==> src/rtl/accelerator_pkg.sv <==
`default_nettype none
// ============================================================================
// Module   : accelerator_pkg
// Brief    : Shared state encodings and width-independent constants for the
//            vector accelerator stages.
// Revision : 1.0 - initial release
// ============================================================================
package accelerator_pkg;

   // Reduction/handshake FSM encodings shared by the accelerator stages
   typedef enum logic [1:0] {
      STARTER = 2'd0,
      INPUT   = 2'd1,
      ENDER   = 2'd2
   } state_t;

   // Constants are 64 bits wide; users cast them to their own widths
   localparam logic [63:0] ZERO_CONTROL = 64'd0;
   localparam logic [63:0] ONE_CONTROL  = 64'd1;
   localparam logic [63:0] ZERO_DATA    = 64'd0;
   localparam logic [63:0] ONE_DATA     = 64'd1;

endpackage : accelerator_pkg
`default_nettype wire

==> src/rtl/accelerator_vector_integer_summation.sv <==
`default_nettype none
// ============================================================================
// Module   : accelerator_vector_integer_summation
// Brief    : Streaming reduction of an unsigned integer vector into a scalar
//            sum (mod 2^DATA_SIZE) with a sticky carry-out overflow flag.
//            Accepts at most one element every two cycles.
// Revision : 1.0 - initial release
// ============================================================================
module accelerator_vector_integer_summation
   import accelerator_pkg::*;
#(
   parameter int DATA_SIZE    = 64,
   parameter int CONTROL_SIZE = 64
) (
   input  logic                  CLK,
   input  logic                  RST,
   input  logic                  START,
   output logic                  READY,
   input  logic                  DATA_IN_ENABLE,
   output logic                  DATA_ENABLE,
   input  logic [DATA_SIZE-1:0]  SIZE_IN,
   input  logic [DATA_SIZE-1:0]  DATA_IN,
   output logic [DATA_SIZE-1:0]  DATA_OUT,
   output logic                  OVERFLOW_OUT
);

   localparam logic [DATA_SIZE-1:0]    ZERO_D = DATA_SIZE'(ZERO_DATA);
   localparam logic [CONTROL_SIZE-1:0] ZERO_C = CONTROL_SIZE'(ZERO_CONTROL);
   localparam logic [CONTROL_SIZE-1:0] ONE_C  = CONTROL_SIZE'(ONE_CONTROL);

   state_t                  state_q;
   logic [DATA_SIZE-1:0]    acc_q;
   logic [CONTROL_SIZE-1:0] cnt_q;
   logic [CONTROL_SIZE-1:0] size_q;
   logic                    sticky_q;
   logic                    ready_q;
   logic                    data_enable_q;
   logic [DATA_SIZE-1:0]    data_out_q;
   logic                    overflow_q;

   // One extra bit captures the carry out of the element add
   logic [DATA_SIZE:0]      sum_w;
   assign sum_w = {1'b0, acc_q} + {1'b0, DATA_IN};

   // Reduction FSM: latch size, accumulate one element per INPUT/ENDER pair,
   // publish the result and pulse READY on the last element
   always_ff @(posedge CLK or posedge RST) begin
      if (RST) begin
         state_q       <= STARTER;
         acc_q         <= ZERO_D;
         cnt_q         <= ZERO_C;
         size_q        <= ZERO_C;
         sticky_q      <= 1'b0;
         ready_q       <= 1'b0;
         data_enable_q <= 1'b0;
         data_out_q    <= ZERO_D;
         overflow_q    <= 1'b0;
      end else begin
         case (state_q)
            STARTER: begin
               ready_q       <= 1'b0;
               data_enable_q <= 1'b0;
               if (START) begin
                  if (SIZE_IN != ZERO_D) begin
                     size_q   <= CONTROL_SIZE'(SIZE_IN);
                     cnt_q    <= ZERO_C;
                     acc_q    <= ZERO_D;
                     sticky_q <= 1'b0;
                     state_q  <= INPUT;
                  end else begin
                     // Empty vector completes immediately with a zero sum
                     data_out_q <= ZERO_D;
                     overflow_q <= 1'b0;
                     ready_q    <= 1'b1;
                  end
               end
            end
            INPUT: begin
               if (DATA_IN_ENABLE) begin
                  acc_q         <= sum_w[DATA_SIZE-1:0];
                  sticky_q      <= sticky_q | sum_w[DATA_SIZE];
                  data_enable_q <= 1'b1;
                  state_q       <= ENDER;
               end else begin
                  data_enable_q <= 1'b0;
               end
            end
            ENDER: begin
               data_enable_q <= 1'b0;
               if (cnt_q == size_q - ONE_C) begin
                  data_out_q <= acc_q;
                  overflow_q <= sticky_q;
                  ready_q    <= 1'b1;
                  state_q    <= STARTER;
               end else begin
                  cnt_q   <= cnt_q + ONE_C;
                  state_q <= INPUT;
               end
            end
            default: begin
               state_q <= STARTER;
            end
         endcase
      end
   end

   assign READY        = ready_q;
   assign DATA_ENABLE  = data_enable_q;
   assign DATA_OUT     = data_out_q;
   assign OVERFLOW_OUT = overflow_q;

endmodule : accelerator_vector_integer_summation
`default_nettype wire
==> config.mk <==
export PLATFORM = sky130hd
export DESIGN_NAME = accelerator_vector_integer_summation
export DESIGN_NICKNAME = d
export VERILOG_FILES = /design/src/rtl/accelerator_pkg.sv /design/src/rtl/accelerator_vector_integer_summation.sv
export SDC_FILE = /design/constraint.sdc
export NUM_CORES = 1
export LEC_CHECK = 0
export BUFFER_PORTS_ARGS = -buffer_cell sky130_fd_sc_hd__buf_2
export CAP_MARGIN = 10
export CELL_PAD_IN_SITES_DETAIL_PLACEMENT = 2
export CELL_PAD_IN_SITES_GLOBAL_PLACEMENT = 2
export CORE_MARGIN = 4
export CORE_UTILIZATION = 33
export CTS_CLUSTER_SIZE = 25
export DETAILED_ROUTE_END_ITERATION = 16
export PLACE_DENSITY_LB_ADDON = 0.3
export SLEW_MARGIN = 25
export SYNTH_ARGS = -nofsm -noshare
export SYNTH_HDL_FRONTEND = slang
export SYNTH_SLANG_ARGS = --single-unit
==> constraint.sdc <==
create_clock -name CLK -period 7.05 [get_ports CLK]
set_clock_uncertainty 0.15 [all_clocks]
set_input_delay 0.3525 -clock CLK [delete_from_list [all_inputs] [get_ports CLK]]
set_output_delay 0.3525 -clock CLK [all_outputs]
set_load 0.05 [all_outputs]
==> results of run 1 <==
routing by layer:
layer | vias to the layer above | share of wire (%) | track usage [%]
met5 | - | 0.074 | 0
met1 | 7739 | 44 | 28.9
li1 | 7135 | - | -
met2 | 286 | 48 | 39.1
met4 | 8 | 4.1 | 7.83
met3 | 121 | 3.9 | 3.80
synth_stat cells, types with 10 or more instances:
cell type	n
dfrtp_1	262
nand2_1	150
o21ai_0	148
nor2_1	126
nand3_1	120
xnor2_1	102
inv_1	92
xor2_1	92
clkbuf_1	74
a21oi_1	69
ha_1	66
mux2_2	62
nand4_1	55
nor4_1	44
a21o_1	40
nor3_1	38
o22ai_1	35
and3_1	22
or3_1	20
nand2b_1	18
and4_1	15
buf_2	15
a31oi_1	14
o21bai_1	13
and2_1	12
nor2b_1	11
o2111ai_1	11
o31ai_1	11
a211oi_1	10
or4_1	10
worst max-delay path: stages, from the launching register on:
cell       delay [ns]
dfrtp_1          0.45
nor3_1           0.63
nand4_1          0.69
nor3_1           0.79
nand4_1          0.20
xnor2_1          0.35
a2111oi_0        0.16
and4_1           0.26
a31oi_2          0.52
and4_1           0.30
buf_4            0.19
nand4_2          0.19
or3_1            0.43
a21oi_1          0.15
through the flow:
stage | area, um^2 | cells | util (%)
after floorplan | 16700 | 1862 | -
after global placement | 18300 | 2648 | 36.5
after detailed placement | 18300 | 2649 | 36.6
after CTS | 20000 | 2772 | 40.0
after global routing | 20000 | 2773 | 40.0
final | 20000 | 2777 | 40.0
final timing paths:
kind                                         from                        to  slack (ns)
min reg2reg                     READY$_DFFE_PP0P_         READY$_DFFE_PP0P_        0.33
min in group asynchronous                     RST   DATA_OUT[7]$_DFFE_PP0P_        0.10
max reg2reg                size_q[28]$_DFFE_PP0P_     cnt_q[51]$_DFFE_PP0P_        1.47
min                                   DATA_IN[63]      sticky_q$_DFFE_PP0P_        0.04
max                        size_q[28]$_DFFE_PP0P_     cnt_q[51]$_DFFE_PP0P_        1.47
max in group asynchronous                     RST  DATA_OUT[51]$_DFFE_PP0P_        4.66
area by class of cell:
cell class / count / area (um^2) / share of cell area, %
multi-input cells: 1412 / 9450 / 47.2
well taps: 672 / 841 / 4.20
clock buffers: 48 / 930 / 4.64
inverters: 92 / 349 / 1.74
clock inverters: 7 / 100 / 0.500
diodes: 5 / 12.5 / 0.0625
flip-flops and latches: 262 / 6560 / 32.7
repair buffers: 279 / 1790 / 8.96
power by group:
part	leakage, nW	switching (mW)	total (mW)	internal, mW
registers	3.45	0.589	2.50	1.91
logic	4.72	2.09	3.35	1.26
clock network	0.510	0.685	1.66	0.973
state kept, by name, summed over array words and instances (netlist names):
name          count
acc_q            64
cnt_q            64
state_q           2
DATA_ENABLE       1
sticky_q          1
OVERFLOW_OUT      1
size_q           64
READY             1
DATA_OUT         64
kinds of logic (layout without fill, tap and decap cells):
kind of cell	count (synthesis)	count (layout)	share of synthesized area, %
buffers and inverters	188	426	4.43
AO/OA/AOI/OAI	407	407	15.2
flip-flops	262	262	39.2
other	0	5	0
AND/OR/NAND/NOR	674	674	21.2
XOR/XNOR	194	194	10.2
adder cells (fa/ha/maj)	67	67	5.06
multiplexers	70	70	4.72
==> summary.md, run 1 <==
| Metric | Value |
|---|---|
| Hold depth | `4` |
| Fillers | `5575` |
| Slew margin rel. | `28.3%` |
| Element type at the critical path start | `register` |
| Status | `completed` |
| Register bit total from synthesis | `262` |
| HPWL after DPL | `45100 um` |
| Max clock buf depth | `3` |
| Initial antenna violation count | `8` |
| Clk Latency, worst-skew pair | `0.61 ns` |
| Main synth FF type | `dfrtp_1` |
| Drt initial violations | `798` |
| Most frequent cells in the layout | `dfrtp_1, buf_2, nand2_1, o21ai_0, nor2_1` |
| Area growth syn-to-layout | `19.9%` |
| Pwr/cell area | `375 nW/um^2` |
| Synthesis Warnings | `0` |
| Layout net count | `2277` |
| Crit path required time | `7.40 ns` |
| Final setup fails | `0` |
| DRC violations left | `0` |
| CTS clk-pin slew, worst paths | `0.06 ns` |
| Row Count | `82` |
| # port buffers | `198` |
| Pre-CTS setup slack | `1.59 ns` |
| Syn nets | `2061` |
| Synthesized cell area | `16700 um^2` |
| Worst Setup Path Type | `register to register` |
| Final WL | `62000 um` |
| Post-CTS Resized | `0` |
| Die width | `233 um` |
| Synth area leader | `dfrtp_1` |
| Leak | `8.68 nW` |
| Initial DRT Pass Iterations | `5` |
| Final min period | `5.58 ns` |
| CTS buffer count | `31` |
| Period utilisation layout | `79.2%` |
| Register area share after synthesis | `39.2%` |
| CTS tree | `done` |
| R2R cell count | `13` |
| Peak VDD IR | `0.000225 V` |
| Synth Instances | `1862` |
| Ys async rst share | `100%` |
| Setup TNS | `0 ns` |
| Worst min-delay path category | `input pin to register` |
| Slew @ Worst Pin | `1.07 ns` |
| First-pass GRT wire length | `98500 um` |
| Die height | `233 um` |
| GRT Util Overall | `22.7%` |
| Most common cell after layout, fill and taps aside | `dfrtp_1` |
| Vias per cell | `5.51` |
| Number of flops mapped to enable cells by yosys | `0` |
| Initial core utilization | `33.4%` |
| Fin Hold WS | `0.0406 ns` |
| Unique masters post-synth | `76` |
| Final Max Slew Viols | `0` |
| Synth top area cells | `dfrtp_1, xnor2_1, ha_1, xor2_1, o21ai_0` |
| Final hold violations | `0` |
| Overflow after GRT | `0` |
| Max-cap violations | `0` |
| Post CTS Setup Buffer Count | `0` |
| Total Power | `7.51 mW` |
| DR vias | `15300` |
| IO Pins | `199` |
| Clock sinks | `262` |
| Post-DR wirelength/cell | `22.3 um` |
| Die footprint | `54300 um^2` |
| Synth top area share | `39.2%` |
| F_max | `179 MHz` |
| PnR worst setup slack | `1.47 ns` |
| Post-Syn Area per Cell | `8.98 um^2` |
| Crit Path Max Fanout | `13` |
| Core area | `50100 um^2` |
| Vias in the first global route | `16900` |
| H-tree depth | `1` |
| Antenna Nets Post-Route | `0` |
| RSZ-0062 raised after global routing | `no` |
| Critical path arrival | `5.93 ns` |
| Pin count of the biggest net entering global routing | `132` |
| Root buffer cell | `clkbuf_16` |
| Final GP Congestion | `0.887` |
| Hold Buf Count CTS | `68` |
| Kind of end point of the critical path | `register` |
| Layout cell share with drive strength beyond 1 | `16.8%` |
Power figures use the tool's default switching activity.
==> run 2: changes to the inputs <==
--- a/config.mk
+++ b/config.mk
@@ -10,7 +10,7 @@
 export CELL_PAD_IN_SITES_DETAIL_PLACEMENT = 2
 export CELL_PAD_IN_SITES_GLOBAL_PLACEMENT = 2
 export CORE_MARGIN = 4
-export CORE_UTILIZATION = 33
+export CORE_UTILIZATION = 37
 export CTS_CLUSTER_SIZE = 25
 export DETAILED_ROUTE_END_ITERATION = 16
 export PLACE_DENSITY_LB_ADDON = 0.3
==> constraint.sdc (replaced) <==
create_clock -name CLK -period 5.3 [get_ports CLK]
set_clock_uncertainty 0.15 [all_clocks]
set_input_delay 0.265 -clock CLK [delete_from_list [all_inputs] [get_ports CLK]]
set_output_delay 0.265 -clock CLK [all_outputs]
set_load 0.05 [all_outputs]
==> run 2 against run 1 <==
Effect of this change: combinational power increased by 34%; clock power rose by 36%; non-clock buffer count up 12; first-iteration DRC count fell by 19%; total power rose by 34%; setup slack got worse by 1.2 ns; critical path depth increased by 2; sequential cell count unchanged; design area grew 0.38%.
==> summary.md, run 2 (synthesis gave the netlist of run 1 again) <==
| Metric | Value |
|---|---|
| Status | `completed` |
| Final Max Slew Viols | `0 (unchanged)` |
| GRT Util Overall | `25.8% (+3.1 points)` |
| Element type at the critical path start | `register` |
| Hold Path Origin | `DATA_IN[60]` |
| Switch Pwr | `4.48 mW (+33%)` |
| Die width | `221 um (-5.4%)` |
| CTS buffer count | `34 (+9.7%)` |
| Period utilisation layout | `94.7% (+16 points)` |
| H-tree depth | `2 (+1)` |
| Critical path arrival | `5.33 ns (-0.60 ns)` |
| DRT met1 WL | `26500 um (-2.0%)` |
| Pin count of the biggest net entering global routing | `132 (unchanged)` |
| Worst R2R End | `cnt_q[51]$_DFFE_PP0P_` |
| Clock sinks | `262 (unchanged)` |
| Overflow after GRT | `0 (unchanged)` |
| Pwr/cell area | `499 nW/um^2 (+33%)` |
| Cell area after layout | `20100 um^2 (+0.38%)` |
| Int Pwr | `5.56 mW (+34%)` |
| Sequential share of power | `32.8% (-0.5 points)` |
| Antenna Nets Post-Route | `0 (unchanged)` |
| HPWL after DPL | `45100 um (-0.14%)` |
| DR WL met2 | `31900 um (+6.6%)` |
| Final GP Congestion | `0.886 (-0.14%)` |
| Peak VDD IR | `0.000316 V (+41%)` |
| Core area | `44400 um^2 (-11%)` |
| Worst min-delay path category | `input pin to register` |
| Post-DR wirelength/cell | `23.1 um (+3.6%)` |
| Initial core utilization | `37.6% (+4.3 points)` |
| IO Pins | `199 (unchanged)` |
| Post-DP Area | `18300 um^2 (about the same)` |
| Fin Hold WS | `0.0894 ns (+0.0487 ns)` |
| Switching Share | `44.6% (-0.12 points)` |
| Max clock buf depth | `3 (unchanged)` |
| Final setup fails | `0 (unchanged)` |
| F_max | `199 MHz (+11%)` |
| Die height | `221 um (-5.4%)` |
| Worst Setup Path Type | `register to register` |
| Drt initial violations | `646 (-19%)` |
| Final min period | `5.02 ns (-0.563 ns)` |
| Initial antenna violation count | `10 (+2)` |
| Root buffer cell | `clkbuf_16` |
| Final hold violations | `0 (unchanged)` |
| Setup TNS | `0 ns (unchanged)` |
| # port buffers | `198 (unchanged)` |
| Max-cap violations | `0 (unchanged)` |
| DRC violations left | `0 (unchanged)` |
| Row Count | `77 (-6.1%)` |
| Vias in the first global route | `17500 (+3.6%)` |
| Slew margin rel. | `38.7% (+10 points)` |
| CTS clk-pin slew, worst paths | `0.06 ns (about the same)` |
| Hold depth | `4 (unchanged)` |
| Clock power frac | `22.4% (+0.3 points)` |
| Reg2reg setup slack | `0.28 ns (-1.19 ns)` |
| Fillers | `4796 (-14%)` |
| Layout cell share with drive strength beyond 1 | `17.3% (+0.57 points)` |
| Logic gate share of total power | `44.8% (+0.2 points)` |
| DR vias | `15400 (+0.81%)` |
| Kind of end point of the critical path | `register` |
| Vias per cell | `5.68 (+3.2%)` |
| Metal3 WL | `2480 um (+1.6%)` |
| Layout net count | `2292 (+0.66%)` |
| Die footprint | `48600 um^2 (-10%)` |
| First-pass GRT wire length | `98900 um (+0.38%)` |
| R2R cell count | `15 (+2)` |
| Leak | `8.79 nW (+1.3%)` |
| Crit Path Max Fanout | `16 (+3)` |
| Post CTS Setup Buffer Count | `0 (unchanged)` |
| Worst Hold End | `acc_q[60]$_DFFE_PP0P_` |
| Critical Path Max Stage Delay | `0.47 ns (-0.32 ns)` |
| Final WL | `62800 um (+1.2%)` |
| Most common cell after layout, fill and taps aside | `dfrtp_1` |
| Cells along the critical path | `inv_1 -> ha_1 -> nor4b_4 -> nand4_1 -> buf_4 -> nor4_2 -> a21oi_1 -> o2111ai_1 -> nor4_1 -> and4_1 -> a31oi_2 -> and4_1 -> nand4_2 -> or3_1 -> a21oi_1` |
| Reg2Reg Launch Point | `size_q[0]$_DFFE_PP0P_` |
| Worst path slowest cell | `o2111ai_1` |
| Slew @ Worst Pin | `0.920 ns (-0.146 ns)` |
| Initial DRT Pass Iterations | `4 (-1)` |
| Uppermost layer routed | `met5` |
| Clk Latency, worst-skew pair | `0.56 ns (-0.05 ns)` |
| RSZ-0062 raised after global routing | `no` |
| CTS tree | `done` |
| Most frequent cells in the layout | `dfrtp_1, buf_2, nand2_1, o21ai_0, nor2_1` |
| Area growth syn-to-layout | `20.3%` |
| Crit path required time | `5.61 ns (-1.79 ns)` |
run 2: cell types whose count changed in the layout (fill, tap and decap cells not counted), moves of 2 or more:
cell,before,now
buf_4,11,18
clkbuf_16,31,35
buf_12,2,5
clkinv_2,4,7
bufinv_16,2,0
clkbuf_8,9,7
dlygate4sd3_1,68,70
nor4_2,6,4
run 2: worst max-delay path: cells and delay by family, from the launching register on:
kind	cells	cell delay, ns
AOI/OAI and AO/OA	4	1.24
DFF	1	0.41
buffers and inverters	2	0.35
and+or+nand+nor	8	2.49
adders and majority gates	1	0.26
run 2: layer usage:
layer  GRT usage (%)  vias to the layer above
li1                -                     7177
met1            31.6                     7848
met2            46.6                      262
met3            4.12                      116
met4            8.22                       10
met5               0                        -
run 2: cell type report:
class	instances	area [um^2]	area share [%]
multi-input combinational	1412	9470	47.1
sequential	262	6560	32.6
timing repair buffer	291	1930	9.58
clock buffer	51	1010	5.00
tap	592	741	3.68
inverter	92	349	1.74
clock inverter	9	52.6	0.261
antenna	5	12.5	0.0622
run 2: how the worst max path moves through the flow:
stage                                from  slack, ns  cells past startpoint                     to
finish              size_q[0]$_DFFE_PP0P_       0.28                     15  cnt_q[51]$_DFFE_PP0P_
global route        size_q[0]$_DFFE_PP0P_       0.02                     15  cnt_q[51]$_DFFE_PP0P_
CTS                  acc_q[0]$_DFFE_PP0P_       0.24                     15   sticky_q$_DFFE_PP0P_
detailed placement  size_q[0]$_DFFE_PP0P_       0.37                     15  cnt_q[52]$_DFFE_PP0P_
global placement     acc_q[1]$_DFFE_PP0P_       0.48                     13  acc_q[61]$_DFFE_PP0P_
floorplan           size_q[0]$_DFFE_PP0P_       1.27                     15  cnt_q[61]$_DFFE_PP0P_
run 2: power by group through the flow:
stage	sequential [mW]	clock, mW	combinational (mW)
final	3.29	2.25	4.49
after global routing	3.38	2.41	4.96
after CTS	3.29	2.32	4.50
after detailed placement	3.31	0	4.40
after global placement	3.26	0	4.24
after floorplan	3.36	0	2.99
run 2: per-stage QoR:
step           cells  util, %  setup WS, ns  power (mW)
4_1_cts         2708     45.2         0.242        10.1
5_1_grt         2709     45.2        0.0234        10.8
3_5_place_dp    2578     41.2         0.367        7.71
3_3_place_gp    2578     41.2         0.484        7.50
6_report        2714     45.3         0.283        10.0
2_1_floorplan   1862        -          1.27        6.34
run 2: repair_timing:
item / CTS / global route
resized for setup: 0 / 4
endpoints found under the hold margin: 110 / 0
endpoints found under the setup margin: 0 / 13
hold buffers: 70 / 0
